==> config.mk <==
export PLATFORM = sky130hd
export DESIGN_NAME = msrv_32_dmem_access_ctrl
export DESIGN_NICKNAME = d
export VERILOG_FILES = /design/src/rtl/msrv_32_dmem_access_ctrl.sv
export SDC_FILE = /design/constraint.sdc
export NUM_CORES = 1
export LEC_CHECK = 0
export CORE_ASPECT_RATIO = 1.4
export CORE_UTILIZATION = 44
export DETAILED_ROUTE_END_ITERATION = 7
export HOLD_SLACK_MARGIN = 0.1
export PLACE_DENSITY = 0.85
export SLEW_MARGIN = 10
export SYNTH_ARGS = -nofsm -noshare
export SYNTH_HDL_FRONTEND = slang
export SYNTH_SLANG_ARGS = --single-unit
==> constraint.sdc <==
create_clock -name ms_riscv32_mp_clk_in -period 2.54 [get_ports ms_riscv32_mp_clk_in]
set_input_delay 0.508 -clock ms_riscv32_mp_clk_in [delete_from_list [all_inputs] [get_ports ms_riscv32_mp_clk_in]]
set_output_delay 0.508 -clock ms_riscv32_mp_clk_in [all_outputs]
set_load 0.03 [all_outputs]
==> src/rtl/msrv_32_dmem_access_ctrl.sv <==
// Data-memory access sequencer for the msrv_32 core: alignment check, AHB-style request, wait-state handling.
// Optional bus-timeout watchdog enabled by defining MSRV32_DMEM_TIMEOUT_EN.
module msrv_32_dmem_access_ctrl #(
  parameter int unsigned TIMEOUT_CYCLES = 16
) (
  input  logic        ms_riscv32_mp_clk_in,
  input  logic        ms_riscv32_mp_rst_in,
  input  logic        req_valid_in,
  output logic        req_ready_out,
  input  logic        req_is_store_in,
  input  logic [31:0] req_addr_in,
  input  logic [31:0] req_wdata_in,
  input  logic [1:0]  req_size_in,
  input  logic        req_unsigned_in,
  output logic [31:0] ms_riscv32_mp_dmaddr_out,
  output logic        ms_riscv32_mp_dmreq_out,
  output logic        ms_riscv32_mp_dmwr_req_out,
  output logic [3:0]  ms_riscv32_mp_dmwr_mask_out,
  output logic [31:0] ms_riscv32_mp_dmdata_out,
  input  logic [31:0] ms_risc32_mp_dmdata_in,
  input  logic        ahb_ready_in,
  input  logic        ahb_resp_in,
  output logic [31:0] load_data_out,
  output logic [1:0]  iadder_out_1_to_0_out,
  output logic [1:0]  load_size_out,
  output logic        load_unsigned_out,
  output logic        rsp_valid_out,
  output logic        rsp_err_out,
  output logic        misaligned_out,
  output logic        stall_out
);

  typedef enum logic [1:0] {S_IDLE, S_REQ, S_WAIT, S_RESP} state_e;

  if (TIMEOUT_CYCLES == 0) begin : g_bad_timeout_cfg
    $error("TIMEOUT_CYCLES must be non-zero");
  end

  state_e      state_q, state_d;
  logic [31:0] dmaddr_q, dmaddr_d;
  logic        dmreq_q, dmreq_d;
  logic        dmwr_q, dmwr_d;
  logic [3:0]  mask_q, mask_d;
  logic [31:0] dmdata_q, dmdata_d;
  logic [31:0] load_data_q, load_data_d;
  logic [1:0]  iadder_q, iadder_d;
  logic [1:0]  size_q, size_d;
  logic        unsigned_q, unsigned_d;
  logic        rsp_valid_q, rsp_valid_d;
  logic        rsp_err_q, rsp_err_d;
  logic        misaligned_q, misaligned_d;
  logic        stall_q, stall_d;
  logic        ready_q, ready_d;

`ifdef MSRV32_DMEM_TIMEOUT_EN
  localparam int unsigned CNT_W = $clog2(TIMEOUT_CYCLES + 1);
  logic [CNT_W-1:0] wait_cnt_q, wait_cnt_d;
`endif

  logic        misaligned_c;
  logic [3:0]  lane_mask_c;
  logic [31:0] lane_data_c;

  // Alignment check and byte-lane steering of the incoming request
  always_comb begin
    misaligned_c = 1'b0;
    lane_mask_c  = 4'b0000;
    lane_data_c  = 32'h0;
    unique case (req_size_in)
      2'b00: begin
        lane_mask_c = 4'b0001 << req_addr_in[1:0];
        lane_data_c = {4{req_wdata_in[7:0]}};
      end
      2'b01: begin
        misaligned_c = req_addr_in[0];
        lane_mask_c  = 4'b0011 << {req_addr_in[1], 1'b0};
        lane_data_c  = {2{req_wdata_in[15:0]}};
      end
      2'b10: begin
        misaligned_c = (req_addr_in[1:0] != 2'b00);
        lane_mask_c  = 4'b1111;
        lane_data_c  = req_wdata_in;
      end
      default: misaligned_c = 1'b1;
    endcase
    if (!req_is_store_in) begin
      lane_mask_c = 4'b0000;
      lane_data_c = 32'h0;
    end
  end

  always_comb begin
    state_d      = state_q;
    dmaddr_d     = dmaddr_q;
    dmwr_d       = dmwr_q;
    mask_d       = mask_q;
    dmdata_d     = dmdata_q;
    load_data_d  = load_data_q;
    iadder_d     = iadder_q;
    size_d       = size_q;
    unsigned_d   = unsigned_q;
    rsp_err_d    = rsp_err_q;
    misaligned_d = misaligned_q;
`ifdef MSRV32_DMEM_TIMEOUT_EN
    wait_cnt_d   = wait_cnt_q;
`endif
    unique case (state_q)
      S_IDLE: begin
        if (req_valid_in) begin
          iadder_d     = req_addr_in[1:0];
          size_d       = req_size_in;
          unsigned_d   = req_unsigned_in;
          misaligned_d = misaligned_c;
          rsp_err_d    = 1'b0;
          if (misaligned_c) begin
            state_d = S_RESP;
          end else begin
            state_d  = S_REQ;
            dmaddr_d = {req_addr_in[31:2], 2'b00};
            dmwr_d   = req_is_store_in;
            mask_d   = lane_mask_c;
            dmdata_d = lane_data_c;
          end
        end
      end
      S_REQ: begin
        state_d = S_WAIT;
`ifdef MSRV32_DMEM_TIMEOUT_EN
        wait_cnt_d = '0;
`endif
      end
      S_WAIT: begin
        if (ahb_ready_in) begin
          if (!dmwr_q) load_data_d = ms_risc32_mp_dmdata_in;
          rsp_err_d = ahb_resp_in;
          state_d   = S_RESP;
        end
`ifdef MSRV32_DMEM_TIMEOUT_EN
        // Watchdog: the stalled transfer is abandoned and reported as a bus error
        else if (wait_cnt_q == CNT_W'(TIMEOUT_CYCLES - 1)) begin
          rsp_err_d = 1'b1;
          state_d   = S_RESP;
        end else begin
          wait_cnt_d = wait_cnt_q + CNT_W'(1);
        end
`endif
      end
      default: state_d = S_IDLE;
    endcase
    // Status outputs are registered from the next state so they line up with it
    dmreq_d     = (state_d == S_REQ);
    rsp_valid_d = (state_d == S_RESP);
    stall_d     = (state_d != S_IDLE);
    ready_d     = (state_d == S_IDLE);
  end

  always_ff @(posedge ms_riscv32_mp_clk_in) begin
    if (ms_riscv32_mp_rst_in) begin
      state_q      <= S_IDLE;
      dmaddr_q     <= 32'h0;
      dmreq_q      <= 1'b0;
      dmwr_q       <= 1'b0;
      mask_q       <= 4'b0000;
      dmdata_q     <= 32'h0;
      load_data_q  <= 32'h0;
      iadder_q     <= 2'b00;
      size_q       <= 2'b00;
      unsigned_q   <= 1'b0;
      rsp_valid_q  <= 1'b0;
      rsp_err_q    <= 1'b0;
      misaligned_q <= 1'b0;
      stall_q      <= 1'b0;
      ready_q      <= 1'b1;
`ifdef MSRV32_DMEM_TIMEOUT_EN
      wait_cnt_q   <= '0;
`endif
    end else begin
      state_q      <= state_d;
      dmaddr_q     <= dmaddr_d;
      dmreq_q      <= dmreq_d;
      dmwr_q       <= dmwr_d;
      mask_q       <= mask_d;
      dmdata_q     <= dmdata_d;
      load_data_q  <= load_data_d;
      iadder_q     <= iadder_d;
      size_q       <= size_d;
      unsigned_q   <= unsigned_d;
      rsp_valid_q  <= rsp_valid_d;
      rsp_err_q    <= rsp_err_d;
      misaligned_q <= misaligned_d;
      stall_q      <= stall_d;
      ready_q      <= ready_d;
`ifdef MSRV32_DMEM_TIMEOUT_EN
      wait_cnt_q   <= wait_cnt_d;
`endif
    end
  end

  assign req_ready_out               = ready_q;
  assign ms_riscv32_mp_dmaddr_out    = dmaddr_q;
  assign ms_riscv32_mp_dmreq_out     = dmreq_q;
  assign ms_riscv32_mp_dmwr_req_out  = dmwr_q;
  assign ms_riscv32_mp_dmwr_mask_out = mask_q;
  assign ms_riscv32_mp_dmdata_out    = dmdata_q;
  assign load_data_out               = load_data_q;
  assign iadder_out_1_to_0_out       = iadder_q;
  assign load_size_out               = size_q;
  assign load_unsigned_out           = unsigned_q;
  assign rsp_valid_out               = rsp_valid_q;
  assign rsp_err_out                 = rsp_err_q;
  assign misaligned_out              = misaligned_q;
  assign stall_out                   = stall_q;

endmodule

==> results of run 1 <==
routing by layer:
metal	up-vias	track usage
met4	0	0.120
met5	-	0
met3	27	0.0512
met2	193	0.437
li1	2187	-
met1	2106	0.287
layout make-up:
type	count	area (µm²)	area share
Clock buffer	12	267	0.0382
Multi-Input combinational cell	378	1970	0.283
Timing Repair Buffer	229	2280	0.327
Tap cell	135	169	0.0242
Inverter	4	15.0	0.00215
Clock inverter	4	27.5	0.00395
Sequential cell	112	2240	0.322
worst paths after layout:
| path | end | cells past startpoint | slack (ps) | startpoint |
|---|---|---|---|---|
| max | ms_riscv32_mp_dmdata_out[24] | 5 | 400 | req_size_in[0] |
| min | load_data_out[5] | 2 | 460 | load_data_out[5] |
| max reg2reg | ms_riscv32_mp_dmdata_out[24] | 6 | 630 | state_q[0] |
| min reg2reg | load_data_out[5] | 2 | 460 | load_data_out[5] |
critical path, delay by kind of cell:
family	cells	cell delay, ps
simple gates	2	530
compound gates	2	930
buf+inv	1	450
sequential cells by signal (all words and copies together), names as in the netlist, 2 cells and up:
signal                       count
ms_riscv32_mp_dmdata_out        32
load_data_out                   32
ms_riscv32_mp_dmwr_mask_out      4
state_q                          2
iadder_out_1_to_0_out            2
ms_riscv32_mp_dmaddr_out        30
load_size_out                    2
report_power, final:
group	switching, µW	internal (µW)
sequential	106	1970
clock	616	746
combinational	1040	730
total	1760	3450
per-stage QoR:
stage	util	cell area, µm²	hold WS [ps]
2_1_floorplan	-	4440	544
3_3_place_gp	0.678	6680	441
3_5_place_dp	0.678	6680	446
4_1_cts	0.708	6970	456
5_1_grt	0.708	6970	475
6_report	0.708	6970	456
cell usage in the layout (no fill, tap or decap), types with 3 or more instances in the layout:
cell,netlist,final
nor2b_1,10,10
o21ai_0,9,9
clkbuf_16,0,9
o2bb2ai_1,10,10
clkbuf_8,0,3
dfxtp_1,112,112
mux2i_1,8,8
a21oi_1,84,84
nand3_1,11,11
ha_1,3,3
nand2b_1,3,3
a22oi_1,11,11
inv_1,4,4
clkdlybuf4s50_1,0,213
o31ai_2,4,4
nor2_1,23,22
buf_4,2,14
nand2_1,151,151
o31ai_1,4,4
nand3b_1,27,27
cells by family (layout without fill, tap and decap cells):
logic type      after synthesis  count (layout)  synth area share
other cells                   1               2          0.000846
fa+ha+maj                     3               3           0.00847
simple gates                235             235             0.239
mux                           8               8            0.0181
flops                       112             112             0.506
compound gates              130             130             0.177
buf+inv                      48             249            0.0505
==> run metrics, run 1 <==
status complete, no violations; met3 wire length 878 µm; worst-path fanout max 12; setup violators final 0; n_diodes 0; final worst slack 401 ps; Via Count 4513; met2 wire length 6830 µm; grt ovf 0; setup TNS 0 ps; initial core utilization 0.450; DRT iter0 DRCs 163; HPWL after detailed placement 9660 µm; Routed WL 13200 µm; First-pass DRT Iterations 5; worst-margin pin slew 1040 ps; Post-synth EDFFs 0; layout cells sized above 1 0.0555; Fill cells 789; highest clock rate 467 MHz; cells along the critical path clkdlybuf4s50_1 -> or3_4 -> a21oi_1 -> a22oi_1 -> nor2_1; Bufs on Longest Clock Path 2; Hold WC Path Type reg2reg; Top FF cell, synth dfxtp_1; Finished Layout Cells 874; WP data arrival 2410 ps; largest net degree at the start of global routing 108; synthesis warning total 0; total CTS buffers 9; register clock-pin slew on the reported worst setup and hold paths 70 ps; Setup Buffers After CTS 0; Slew Limit Headroom 0.304; I/O Buffers 214; pwr/cell area 747 nW/µm²; register area share after synthesis 0.506; CTS tree yes; fin crit period 2140 ps; Routability Congestion 0.892; mapped cell area 4430 µm²; top sig layer met4; CP peak stage delay 770 ps; core box area 9850 µm²; number of max-cap violations 0; io pins 217; most common cell in the synthesized netlist nand2_1; root buffer cell clkbuf_16; initial antenna violation count 0; Synth async-reset ratio 0; Worst setup SP type input pin; met1 wire length 5190 µm; Worst Path Required 2810 ps; largest area contributor in the netlist dfxtp_1; Static Leak 0.00254 µW; RSZ-0062 raised after global routing false; Setup Skew 6.11 ps; leading post-synthesis cells by cell area dfxtp_1 51%, nand2_1 13%, a21oi_1 9.5%; worst slack, placed 81.1 ps; Die ar. 10500 µm²; DR vias/cell 5.16; syn avg cell area 8.25 µm²; GRT Total Usage 0.250; Synth Instances 537; synthesis-to-finish area growth 57.3%; CTS sink count 112; Final Max Tran Viols 0; Die Span Y 121 µm; post-route DRC violation count 0; post-CTS sizing 0; critical setup path kind in2reg; FP Rows 43; CP max stage cell a21oi_1; number of synthesized register bits 112; commonest cells in the synthesized netlist 151 x nand2_1, 112 x dfxtp_1, 84 x a21oi_1, 28 x clkbuf_1, 27 x nand3b_1; Final ANT Viol Nets 0; Period Utilization, post-route 0.842; Max VDD drop 0.000483 V; synth unique cells 35; top-area cell type share of the netlist area 0.506; Clk Latency, worst-skew pair 340 ps; number of global-route vias before repair 4307; Die Wd 86.8 µm; routed len/inst 15.2 µm; # hold bufs at CTS 0; Nets 842; Final Hold Viols 0; Final Total Pwr 5210 µW; first-pass GRT wire length 20600 µm; placed cells 858; crit end category flip-flop; htree depth 3
Note: power is estimated with default switching activity, not from simulation.
==> run 2, diff against run 1 <==
--- a/config.mk
+++ b/config.mk
@@ -6,10 +6,10 @@
 export NUM_CORES = 1
 export LEC_CHECK = 0
 export CORE_ASPECT_RATIO = 1.4
-export CORE_UTILIZATION = 44
+export CORE_UTILIZATION = 40
 export DETAILED_ROUTE_END_ITERATION = 7
 export HOLD_SLACK_MARGIN = 0.1
-export PLACE_DENSITY = 0.85
+export PLACE_DENSITY = 0.78
 export SLEW_MARGIN = 10
 export SYNTH_ARGS = -nofsm -noshare
 export SYNTH_HDL_FRONTEND = slang
==> constraint.sdc (replaced) <==
create_clock -name ms_riscv32_mp_clk_in -period 2.2 [get_ports ms_riscv32_mp_clk_in]
set_input_delay 0.44 -clock ms_riscv32_mp_clk_in [delete_from_list [all_inputs] [get_ports ms_riscv32_mp_clk_in]]
set_output_delay 0.44 -clock ms_riscv32_mp_clk_in [all_outputs]
set_load 0.03 [all_outputs]
==> run 2 against run 1 <==
Compared with the run above: count of clock-buffer cells in the layout is 2 lower; flip-flop and latch count stayed put; clock skew is 1.3 ps higher; worst hold slack worse by 160 ps; first-iteration DRC count is 16% higher; critical path type is now reg2out; largest power group unchanged.
==> run metrics, run 2 (synthesized netlist as in run 1, its figures left out) <==
CP max stage cell clkdlybuf4s50_1; status complete, no violations; placed cells 869 (+1.3%); pwr/cell area 885 nW/µm² (+18%); highest clock rate 530 MHz; critical setup path kind reg2out; Cell Area, Placed 6760 µm² (+1.2%); Via Count 4474 (-0.86%); root buffer cell clkbuf_16; Slew Limit Headroom 0.605 (+0.301); Setup Skew 7.37 ps (+1.26 ps); # hold bufs at CTS 0 (unchanged); n_diodes 0 (unchanged); routed len/inst 15.1 µm (-0.50%); Bufs on Longest Clock Path 2 (unchanged); r2r worst-path depth 7 (+1); Static Leak 0.00258 µW (+1.8%); Die ar. 11500 µm² (+9.8%); Final ANT Viol Nets 0 (unchanged); Worst Path Required 1760 ps (-1050 ps); crit end category output port; register clock-pin slew on the reported worst setup and hold paths 70 ps (about the same); Routed WL 13300 µm (+0.75%); layout cells sized above 1 0.0605 (+0.00500); initial core utilization 0.410 (-0.0402); CP peak stage delay 720 ps (-50 ps); synthesis-to-finish area growth 59.7%; cells along the critical path clkdlybuf4s50_1; Reg-to-Reg Start state_q[0]; setup violators final 0 (unchanged); number of global-route vias before repair 4315 (+0.19%); setup TNS 0 ps (unchanged); CP top delay family buffers and inverters; HPWL after detailed placement 9870 µm (+2.2%); initial antenna violation count 0 (unchanged); WHS Path Cells 2 (unchanged); Finished Layout Cells 885 (+1.3%); RR Endpoint ms_riscv32_mp_dmdata_out[31]; grt ovf 0 (unchanged); commonest cells after routing, fill and taps aside 213 x clkdlybuf4s50_1, 151 x nand2_1, 112 x dfxtp_1; DRT iter0 DRCs 189 (+16%); WP data arrival 1450 ps (-960 ps); Die Span Y 127 µm (+4.8%); number of max-cap violations 0 (unchanged); worst path bufs/invs 1 (unchanged); Hold WC Path Type in2reg; io pins 217 (unchanged); HP Start ms_riscv32_mp_rst_in; Max VDD drop 0.000534 V (+11%); largest net degree at the start of global routing 61 (-44%); Final Core Density 0.655 (-0.0532); total CTS buffers 9 (unchanged); register-to-register setup slack 530 ps (-100 ps); htree depth 3 (unchanged); GRT Total Usage 0.229 (-0.0216); Die Wd 91.0 µm (+4.8%); Final Total Pwr 6270 µW (+20%); commonest non-fill, non-tap cell in the layout clkdlybuf4s50_1; worst-margin pin slew 593 ps (-451 ps); FP Rows 45 (+4.7%); Final Max Tran Viols 0 (unchanged); RSZ-0062 raised after global routing false; DR vias/cell 5.06 (-2.1%); Nets 847 (+0.59%); Clk Latency, worst-skew pair 340 ps (about the same); Period Utilization, post-route 0.858; Routability Congestion 0.870 (-2.5%); Setup Buffers After CTS 0 (unchanged); CTS sink count 112 (unchanged); Design Area, Final 7080 µm² (+1.5%); CTS tree yes; core box area 10800 µm² (+9.8%); Final Hold Viols 0 (unchanged); Hold EP rsp_err_out; post-CTS sizing 0 (unchanged); Fill cells 915 (+16%); fin crit period 1890 ps; post-route DRC violation count 0 (unchanged); first-pass GRT wire length 21200 µm (+3.1%); I/O Buffers 214 (unchanged); Worst setup SP type flip-flop; worst-path fanout max 4 (-8); First-pass DRT Iterations 4 (-1)
-- run 2: cell types whose count changed in the layout (fill, tap and decap cells not counted), sizes merged --
cell and delta:
bufinv +2, inv +2, buf +5, clkinv -2, clkbuf -2
-- run 2: final cells by class --
cell class	count	area, µm²	share of cell area
Tap cell	141	176	0.0249
Inverter	4	15.0	0.00212
Sequential cell	112	2240	0.317
Timing Repair Buffer	234	2350	0.332
Multi-Input combinational cell	378	1970	0.279
Clock buffer	10	229	0.0323
Clock inverter	6	90.1	0.0127
-- run 2: metrics by stage --
stage	setup WS, ps	hold WS [ps]
4_1_cts	298	279
3_5_place_dp	39.0	446
2_1_floorplan	497	544
3_3_place_gp	88.5	442
5_1_grt	238	301
6_report	312	294
-- run 2: routing by layer --
metal	routed length [µm]	GRT usage
met1	5370	0.265
met2	6660	0.399
met3	889	0.0480
met4	422	0.112
met5	0	0
-- run 2: how the worst max path moves through the flow --
stage | slack [ps] | depth (start not counted) | end | from
after floorplan | 500 | 7 | ms_riscv32_mp_dmdata_out[20] | req_size_in[0]
after global placement | 90 | 6 | ms_riscv32_mp_dmdata_out[10] | req_addr_in[1]
after CTS | 300 | 1 | ms_riscv32_mp_dmwr_req_out | ms_riscv32_mp_dmwr_req_out
after global routing | 240 | 1 | ms_riscv32_mp_dmwr_req_out | ms_riscv32_mp_dmwr_req_out
after detailed placement | 40 | 6 | ms_riscv32_mp_dmdata_out[31] | req_addr_in[1]
final | 310 | 1 | ms_riscv32_mp_dmwr_req_out | ms_riscv32_mp_dmwr_req_out
-- run 2: power by group --
part           switching [µW]  leakage [µW]  total, µW  internal [µW]
combinational            1220       0.00152       2130            912
sequential                125      0.000910       2400           2270
clock                     730      0.000159       1740           1010
total                    2070       0.00258       6270           4190
